**src/rtl/dmem_arb_pkg.sv**
```systemverilog
// Shared types and constants for the data-memory arbiter.
package dmem_arb_pkg;

  typedef enum logic [1:0] {
    OWN_NONE = 2'b00,
    OWN_CORE = 2'b01,
    OWN_DMA  = 2'b10
  } owner_e;

  localparam logic [2:0] F3_B  = 3'b000;
  localparam logic [2:0] F3_H  = 3'b001;
  localparam logic [2:0] F3_W  = 3'b010;
  localparam logic [2:0] F3_BU = 3'b100;
  localparam logic [2:0] F3_HU = 3'b101;

  localparam logic [2:0] MEM_IDLE_F3 = F3_W;

endpackage

```
**src/rtl/dmem_arbiter_if.sv**
```systemverilog
// Requester-side access bundle: request fields in, grant and response out.
interface dmem_arbiter_if #(
  parameter int DM_ADDRESS = 9,
  parameter int DATA_W     = 32
);
  logic                  req;
  logic                  we;
  logic [DM_ADDRESS-1:0] addr;
  logic [DATA_W-1:0]     wdata;
  logic [2:0]            funct3;
  logic                  gnt;
  logic                  rvalid;
  logic [DATA_W-1:0]     rdata;
  logic                  err;

  modport master (
    output req, we, addr, wdata, funct3,
    input  gnt, rvalid, rdata, err
  );

  modport slave (
    input  req, we, addr, wdata, funct3,
    output gnt, rvalid, rdata, err
  );
endinterface

```
**src/rtl/dmem_align_chk.sv**
```systemverilog
// Natural-alignment check for one access; size code 2'b11 is never legal.
module dmem_align_chk (
  input  logic [1:0] addr,
  input  logic [2:0] funct3,
  output logic       aligned
);

  // Sign bit does not affect alignment.
  logic sign_unused_s;
  assign sign_unused_s = funct3[2];

  // Size-dependent low-address test
  always_comb begin
    aligned = 1'b0;
    case (funct3[1:0])
      2'b00:   aligned = 1'b1;
      2'b01:   aligned = ~addr[0];
      2'b10:   aligned = (addr == 2'b00);
      default: aligned = 1'b0;
    endcase
  end

endmodule

```
**src/rtl/dmem_arbiter.sv**
```systemverilog
// Core-priority arbiter with dma starvation guard in front of the data memory;
// misaligned accesses are granted but suppressed and answered with err.
module dmem_arbiter
  import dmem_arb_pkg::*;
#(
  parameter int DM_ADDRESS   = 9,
  parameter int DATA_W       = 32,
  parameter int STARVE_LIMIT = 4
) (
  input  logic                  clk,
  input  logic                  reset,
  dmem_arbiter_if.slave         core,
  dmem_arbiter_if.slave         dma,
  output logic                  mem_read,
  output logic                  mem_write,
  output logic [DM_ADDRESS-1:0] mem_addr,
  output logic [DATA_W-1:0]     mem_wd,
  output logic [2:0]            mem_funct3,
  input  logic [DATA_W-1:0]     mem_rd
);

  localparam logic [3:0] STARVE_MAX = 4'(STARVE_LIMIT);

  logic              core_aligned_s;
  logic              dma_aligned_s;
  logic              starve_hit_s;
  logic              core_gnt_s;
  logic              dma_gnt_s;
  logic [3:0]        starve_cnt_r;
  owner_e            rsp_owner_r;
  logic              rsp_err_r;
  logic [DATA_W-1:0] core_rdata_r;
  logic [DATA_W-1:0] dma_rdata_r;

  dmem_align_chk u_core_chk (
    .addr    (core.addr[1:0]),
    .funct3  (core.funct3),
    .aligned (core_aligned_s)
  );

  dmem_align_chk u_dma_chk (
    .addr    (dma.addr[1:0]),
    .funct3  (dma.funct3),
    .aligned (dma_aligned_s)
  );

  // Grant decision; reset voids any grant in the same cycle
  always_comb begin
    starve_hit_s = (starve_cnt_r == STARVE_MAX);
    core_gnt_s   = 1'b0;
    dma_gnt_s    = 1'b0;
    if (reset) begin
      core_gnt_s = 1'b0;
      dma_gnt_s  = 1'b0;
    end else if (core.req && dma.req) begin
      if (starve_hit_s) begin
        dma_gnt_s = 1'b1;
      end else begin
        core_gnt_s = 1'b1;
      end
    end else begin
      core_gnt_s = core.req;
      dma_gnt_s  = dma.req;
    end
  end

  assign core.gnt = core_gnt_s;
  assign dma.gnt  = dma_gnt_s;

  // Winner's fields to the memory port; strobes only for aligned accesses
  always_comb begin
    mem_read   = 1'b0;
    mem_write  = 1'b0;
    mem_addr   = {DM_ADDRESS{1'b0}};
    mem_wd     = {DATA_W{1'b0}};
    mem_funct3 = MEM_IDLE_F3;
    if (core_gnt_s) begin
      mem_read   = ~core.we & core_aligned_s;
      mem_write  = core.we & core_aligned_s;
      mem_addr   = core.addr;
      mem_wd     = core.wdata;
      mem_funct3 = core.funct3;
    end else if (dma_gnt_s) begin
      mem_read   = ~dma.we & dma_aligned_s;
      mem_write  = dma.we & dma_aligned_s;
      mem_addr   = dma.addr;
      mem_wd     = dma.wdata;
      mem_funct3 = dma.funct3;
    end else begin
      mem_read   = 1'b0;
      mem_write  = 1'b0;
    end
  end

  // Consecutive denied dma cycles, saturating at the limit
  always_ff @(posedge clk) begin
    if (reset) begin
      starve_cnt_r <= 4'd0;
    end else if (!dma.req || dma_gnt_s) begin
      starve_cnt_r <= 4'd0;
    end else if (starve_cnt_r != STARVE_MAX) begin
      starve_cnt_r <= starve_cnt_r + 4'd1;
    end else begin
      starve_cnt_r <= starve_cnt_r;
    end
  end

  // Response capture: loads and errored accesses answer one cycle later
  always_ff @(posedge clk) begin
    if (reset) begin
      rsp_owner_r  <= OWN_NONE;
      rsp_err_r    <= 1'b0;
      core_rdata_r <= {DATA_W{1'b0}};
      dma_rdata_r  <= {DATA_W{1'b0}};
    end else if (core_gnt_s && (!core_aligned_s || !core.we)) begin
      rsp_owner_r  <= OWN_CORE;
      rsp_err_r    <= ~core_aligned_s;
      core_rdata_r <= core_aligned_s ? mem_rd : {DATA_W{1'b0}};
    end else if (dma_gnt_s && (!dma_aligned_s || !dma.we)) begin
      rsp_owner_r  <= OWN_DMA;
      rsp_err_r    <= ~dma_aligned_s;
      dma_rdata_r  <= dma_aligned_s ? mem_rd : {DATA_W{1'b0}};
    end else begin
      rsp_owner_r  <= OWN_NONE;
      rsp_err_r    <= 1'b0;
    end
  end

  assign core.rvalid = (rsp_owner_r == OWN_CORE);
  assign core.err    = (rsp_owner_r == OWN_CORE) & rsp_err_r;
  assign core.rdata  = core_rdata_r;
  assign dma.rvalid  = (rsp_owner_r == OWN_DMA);
  assign dma.err     = (rsp_owner_r == OWN_DMA) & rsp_err_r;
  assign dma.rdata   = dma_rdata_r;

endmodule

```
**src/flat_wrapper.sv**
```systemverilog
// flat-port wrapper written by rule: the top's interface ports become plain ports
module dmem_arbiter_flat import dmem_arb_pkg::*;
#(
  parameter int DM_ADDRESS   = 9,
  parameter int DATA_W       = 32,
  parameter int STARVE_LIMIT = 4
)
  (clk, reset, mem_read, mem_write, mem_addr, mem_wd, mem_funct3, mem_rd, core_req, core_we, core_addr, core_wdata, core_funct3, core_gnt, core_rvalid, core_rdata, core_err, dma_req, dma_we, dma_addr, dma_wdata, dma_funct3, dma_gnt, dma_rvalid, dma_rdata, dma_err);
  dmem_arbiter_if #(.DM_ADDRESS(DM_ADDRESS), .DATA_W(DATA_W)) core_i ();
  dmem_arbiter_if #(.DM_ADDRESS(DM_ADDRESS), .DATA_W(DATA_W)) dma_i ();
  input  logic clk;
  input  logic reset;
  output logic mem_read;
  output logic mem_write;
  output logic [DM_ADDRESS-1:0] mem_addr;
  output logic [DATA_W-1:0] mem_wd;
  output logic [2:0] mem_funct3;
  input  logic [DATA_W-1:0] mem_rd;
  input wire logic [$bits(core_i.req)-1:0] core_req;
  input wire logic [$bits(core_i.we)-1:0] core_we;
  input wire logic [$bits(core_i.addr)-1:0] core_addr;
  input wire logic [$bits(core_i.wdata)-1:0] core_wdata;
  input wire logic [$bits(core_i.funct3)-1:0] core_funct3;
  output wire logic [$bits(core_i.gnt)-1:0] core_gnt;
  output wire logic [$bits(core_i.rvalid)-1:0] core_rvalid;
  output wire logic [$bits(core_i.rdata)-1:0] core_rdata;
  output wire logic [$bits(core_i.err)-1:0] core_err;
  input wire logic [$bits(dma_i.req)-1:0] dma_req;
  input wire logic [$bits(dma_i.we)-1:0] dma_we;
  input wire logic [$bits(dma_i.addr)-1:0] dma_addr;
  input wire logic [$bits(dma_i.wdata)-1:0] dma_wdata;
  input wire logic [$bits(dma_i.funct3)-1:0] dma_funct3;
  output wire logic [$bits(dma_i.gnt)-1:0] dma_gnt;
  output wire logic [$bits(dma_i.rvalid)-1:0] dma_rvalid;
  output wire logic [$bits(dma_i.rdata)-1:0] dma_rdata;
  output wire logic [$bits(dma_i.err)-1:0] dma_err;
  assign core_i.req = core_req;
  assign core_i.we = core_we;
  assign core_i.addr = core_addr;
  assign core_i.wdata = core_wdata;
  assign core_i.funct3 = core_funct3;
  assign core_gnt = core_i.gnt;
  assign core_rvalid = core_i.rvalid;
  assign core_rdata = core_i.rdata;
  assign core_err = core_i.err;
  assign dma_i.req = dma_req;
  assign dma_i.we = dma_we;
  assign dma_i.addr = dma_addr;
  assign dma_i.wdata = dma_wdata;
  assign dma_i.funct3 = dma_funct3;
  assign dma_gnt = dma_i.gnt;
  assign dma_rvalid = dma_i.rvalid;
  assign dma_rdata = dma_i.rdata;
  assign dma_err = dma_i.err;
  dmem_arbiter #(.DM_ADDRESS(DM_ADDRESS), .DATA_W(DATA_W), .STARVE_LIMIT(STARVE_LIMIT)) u_core (.clk(clk), .reset(reset), .core(core_i), .dma(dma_i), .mem_read(mem_read), .mem_write(mem_write), .mem_addr(mem_addr), .mem_wd(mem_wd), .mem_funct3(mem_funct3), .mem_rd(mem_rd));
endmodule
```
**config.mk**
```make
export PLATFORM = sky130hd
export DESIGN_NAME = dmem_arbiter_flat
export DESIGN_NICKNAME = d
export VERILOG_FILES = /design/src/rtl/dmem_arb_pkg.sv /design/src/rtl/dmem_arbiter_if.sv /design/src/rtl/dmem_align_chk.sv /design/src/rtl/dmem_arbiter.sv /design/src/flat_wrapper.sv
export SDC_FILE = /design/constraint.sdc
export NUM_CORES = 1
export LEC_CHECK = 0
export ABC_AREA = 1
export BUFFER_PORTS_ARGS = -buffer_cell sky130_fd_sc_hd__buf_2
export CORE_AREA = 2 2 94 96
export DETAILED_ROUTE_END_ITERATION = 10
export DIE_AREA = 0 0 96 98
export PLACE_DENSITY = 0.8
export REMOVE_ABC_BUFFERS = 1
export SLEW_MARGIN = 5
export SYNTH_ARGS = -nofsm -noshare
export SYNTH_HDL_FRONTEND = slang
export SYNTH_SLANG_ARGS = --single-unit
```
**constraint.sdc**
```tcl
create_clock -name clk -period 3.6 [get_ports clk]
set_input_delay 0.18 -clock clk [delete_from_list [all_inputs] [get_ports clk]]
set_output_delay 0.18 -clock clk [all_outputs]
set_load 0.05 [all_outputs]
```
Word-level counts from Yosys, hierarchy flattened
Index checks and enable logic that the tools add are counted.

Bits in registers: 71. Output and inout bits: 116. Word-level logic and storage cells: 70.

Add/sub/neg operators: 1. Equality and inequality tests: 8. Muxes and demuxes: 24. Bitwise logic cells: 13. Reductions and logical operators: 18.

Operator list (number): $mux W32 (4); $mux W9 (2); $mux W1 (13); $logic_not A2 Y1 (4); $not A1 Y1 (7); $and A1 B1 Y1 (6); $eq A2 B1 Y1 const B (3); $eq A2 B2 Y1 const B (3); $mux W3 (2); $pmux W1 S3 (2); $logic_not A1 Y1 (5); $add A4 B1 Y4 const B (1); $eq A4 B3 Y1 const B (1); $ne A4 B3 Y1 const B (1); $reduce_or A2 Y1 (2); $logic_and A1 B1 Y1 (3); $logic_or A1 B1 Y1 (3); $mux W2 (1); $reduce_and A2 Y1 (1).

Depth between registers and ports, before layout
Depth after elaboration: 7. Mapped depth: 9.

Modules after synthesis
From an unflattened synthesis, not the netlist that was laid out.

Cells, all modules: 496. Area, all modules: 3424.5 µm².

Modules (own cells, without submodules): dmem_arbiter (times used 1, cells each 482, area each 3372.0 µm², seq. area each 1421.4 µm²); dmem_align_chk (times used 2, cells each 7, area each 26.3 µm², seq. area each 0.0 µm²).

Least setup slack after synthesis
No wires, ideal clock.

Path type: reg-to-output. Start point: register u_core.starve_cnt_r[0]. End point: output port mem_funct3[0]. Arrival time: 2.196 ns. Data required time: 3.420 ns. Setup slack: 1.224 ns. Cell stages (with the launch flop): 8. Path buffers: 1. Cell sequence: dfxtp_1 > inv_1 > ha_1 > nand3_1 > a21oi_2 > buf_4 > inv_1 > o21ai_0.

Longest elaborated chain between the ends: 6. Elaborated cells on any way between the ends: 9.

RTL lines: start: declaration (line dmem_arbiter.sv:29) `logic [3:0] starve_cnt_r;`; start signal: assignment (line dmem_arbiter.sv:102) `starve_cnt_r <= starve_cnt_r + 4'd1;`; start signal: assignment (line dmem_arbiter.sv:104) `starve_cnt_r <= starve_cnt_r;`; $eq A4 B3 Y1 (*) (line dmem_arbiter.sv:49) `starve_hit_s = (starve_cnt_r == STARVE_MAX);`; $mux W1 (line dmem_arbiter.sv:56) `if (starve_hit_s) begin`; $mux W1 (line dmem_arbiter.sv:55) `end else if (core.req && dma.req) begin`; $mux W1 (line dmem_arbiter.sv:52) `if (reset) begin`; $mux W3 (line dmem_arbiter.sv:83) `end else if (dma_gnt_s) begin`; $mux W3 (*) (line dmem_arbiter.sv:77) `if (core_gnt_s) begin`; end: declaration (line flat_wrapper.sv:17) `output logic [2:0] mem_funct3;`.

Mark *: on every way between the ends. The rest lies on a longest branch, timed or not.

Worst setup path after layout
Start point: register u_core.starve_cnt_r[1]. End point: output port mem_funct3[0].

Same word-level chain as after synthesis.

==> metrics.md <==
| Metric | Value |
|---|---|
| Status | complete, no violations |
| DP Wirelength | 8.89 mm |
| Worst-path fanout max | 58 |
| Core Rows | 34 |
| Root buffer cell | clkbuf_8 |
| Mapped Area | about 3100 sq um |
| Synth top area share | 0.452 |
| Sequential area share after synthesis | 0.452 |
| Power per cell area | 401 nW/um^2 |
| Least-Margin Pin Slew | 811 ps |
| Peak VDD IR | 0.252 mV |
| CTS Buf Count | 9 |
| Tot Pwr | between 1500 and 2000 uW |
| First-pass GRT wire length | roughly 18 mm |
| Diode count | 0 |
| Req. time, crit path | 3420 ps |
| Unrepaired setup endpoints after global routing | no |
| Hold_ws | 121 ps |
| Vias/cell | ~5.2 |
| Area Overhead vs Synth | 45.9% |
| Startpoint types | flip-flop |
| Critical Path Max Stage Delay | around 500 ps |
| Nets | about 760 |
| ANT nets after route | 0 |
| Min-Delay Endpoint | u_core.core.rdata[23]$_SDFFE_PP0P_ |
| Die Y | between 90 and 100 um |
| Post_cts resized | 0 |
| F_max | roughly 370 MHz |
| Drc violations | 0 |
| Number of max-cap violations | 0 |
| Final Setup Violations | 0 |
| Crit Path Class | flip-flop to primary output |
| R2R cell count | 9 |
| Clk sinks | 71 |
| H-Tree Depth | 3 |
| CTS Buffer Depth | 2 |
| CTS clock-pin slew for the worst setup and hold paths | around 70 ps |
| Vias after detailed routing | just under 4,000 |
| Reg2reg end | u_core.core.rdata[18]$_SDFFE_PP0P_ |
| Die width | 96 um |
| CP max-delay cell | buf_4 |
| Synthesized area per cell | about 7.8 sq um |
| Vias in the first global route | roughly 3,700 |
| Largest net degree at the start of global routing | between 60 and 70 |
| Most used cell, CP | inv_1 |
| Hold Path Stages | 3 |
| Synth area leader | dfxtp_1 |
| Hold Path Class | input pin to flip-flop |
| FILL cells | between 700 and 800 |
| HP Start | mem_rd[23] |
| Fraction of layout cells with a size suffix above 1 | 0.423 |
| Synth top area cells | dfxtp_1 (45%), a22o_1 (11%), nand3_1 (11%) |
| Tot GR Track Use | 0.238 |
| WP data arrival | approximately 2500 ps |
| Num ports | around 240 |
| Leakage | approximately 0.0023 uW |
| Clock skew | 5.43 ps |
| Initial DRC Count | ~190 |
| Mapped Cells | approximately 400 |
| Routed length per instance | approximately 16 um |
| # port buffers | about 240 |
| Slew headroom | 0.459 |
| Initial antenna violation count | 1 |
| R2R Setup Slk | ~1300 ps |
| Final Cycle Share | 0.754 |
| Initial Utilization | 0.371 |
| Distinct cells, synth | 20 |
| Register bit count reported by yosys | slightly above 70 |
| Tmin final | 2710 ps |
| Core area | about 8500 sq um |
| Setup bufs post-CTS | 0 |
| Hold buffer count at cts | 0 |
| Critical-path cell list | inv_1 > ha_1 > nand3_1 > a21oi_4 > buf_4 > inv_1 > o21ai_0 > buf_2 |
| Yosys warning count | 0 |
| Final WL | 11.7 mm |
| Later-pin clock latency in the skew report | roughly 330 ps |
| Crit. End Element | primary output |
| Die ar. | around 9400 sq um |
| Max Slew Vio Count | 0 |
| Reg2Reg Launch Point | u_core.starve_cnt_r[0]$_SDFFE_PP0P_ |
| CTS tree | yes |
| Final Hold Fails | 0 |
| GPL Wtd Cong | about 1 |
| Setup crit start | u_core.starve_cnt_r[1]$_SDFFE_PP0P_ |
| GR Overflow Total | 0 |
| Initial DRT Pass Iterations | 6 |
-- stage by stage --
step	setup TNS (ps)	setup slack (ps)	cells	area, sq um	util
detailed placement	0	1260	728	4390	0.519
finish	0	886	744	4590	0.542
floorplan	-26950	-846	370	2970	-
CTS	0	880	744	4590	0.542
global route	0	746	744	4590	0.542
global placement	0	1370	728	4390	0.519
-- metal layers --
layer | vias up | global-route usage | routed length (um)
li1 | 1858 | - | -
met1 | 1782 | 0.264 | 4220
met2 | 225 | 0.399 | 5820
met3 | 36 | 0.0818 | 1330
met4 | 2 | 0.119 | 342
met5 | - | 0 | 13
-- power breakdown --
group	total, uW	internal, uW	leakage, uW	switching (uW)
registers	807	799	0.000574	8.01
clock network	609	325	0.0000987	284
logic	422	121	0.00161	301
-- registers in the layout, indices dropped and copies added (netlist names) --
signal,flops
u_core.dma.rdata,32
u_core.starve_cnt_r,4
u_core.rsp_err_r,1
u_core.rsp_owner_r,2
u_core.core.rdata,32
-- cells by family (layout without fill, tap and decap cells) --
kind of cell,Yosys count,count (layout),synth area share
and+or+nand+nor,164,164,0.225
AOI/OAI and AO/OA,114,114,0.235
buffers and inverters,52,283,0.0740
DFF,71,71,0.452
adders and majority gates,2,2,0.00796
xor gates and xnor gates,2,2,0.00557
-- cells in the mapped netlist --
| cell type | instances |
|---|---|
| buf_2 | 18 |
| nand4_1 | 2 |
| a22o_1 | 41 |
| o21ai_0 | 3 |
| nand2_1 | 84 |
| a21oi_2 | 3 |
| o22ai_1 | 2 |
| nor2_1 | 8 |
| xnor2_1 | 1 |
| inv_1 | 16 |
| clkbuf_1 | 11 |
| dfxtp_1 | 71 |
| xor2_1 | 1 |
| buf_1 | 2 |
| buf_4 | 4 |
| ha_1 | 2 |
| nor3_1 | 2 |
| nand3_1 | 68 |
| inv_2 | 1 |
| a21oi_1 | 65 |
-- critical path, delay by kind of cell, from the launching register on --
kind / cells / cell delay [ps]
compound gates: 2 / 420
flops: 1 / 350
fa+ha+maj: 1 / 180
simple gates: 1 / 150
buf+inv: 4 / 1070
-- cell usage in the layout, fill, tap and decap left out, types with 3 or more instances in the layout --
| master | synthesis | final |
|---|---|---|
| buf_4 | 4 | 9 |
| dfxtp_1 | 71 | 71 |
| clkbuf_8 | 0 | 13 |
| inv_1 | 16 | 16 |
| nand2_1 | 84 | 84 |
| buf_2 | 18 | 241 |
| a21oi_1 | 65 | 65 |
| nor2_1 | 8 | 8 |
| o21ai_0 | 3 | 3 |
| nand3_1 | 68 | 68 |
| a22o_1 | 41 | 41 |
-- cell type report --
type                       count  area, sq um  area share
multi-input combinational    282         1500       0.326
sequential                    71         1420       0.310
timing repair buffer         250         1270       0.278
clock buffer                  14          183      0.0398
tap                          108          135      0.0295
inverter                      17         63.8      0.0139
clock inverter                 2         12.5     0.00273
-- worst max path at each step --
stage / endpoint / cells after the start / slack (ps)
2_1_floorplan: mem_funct3[0] / 6 / -850
3_3_place_gp: mem_write / 8 / 1370
3_5_place_dp: mem_funct3[0] / 8 / 1260
4_1_cts: mem_funct3[0] / 8 / 880
5_1_grt: mem_funct3[0] / 8 / 750
6_report: mem_funct3[0] / 8 / 890
No activity file was read; power rests on OpenSTA's default activity.
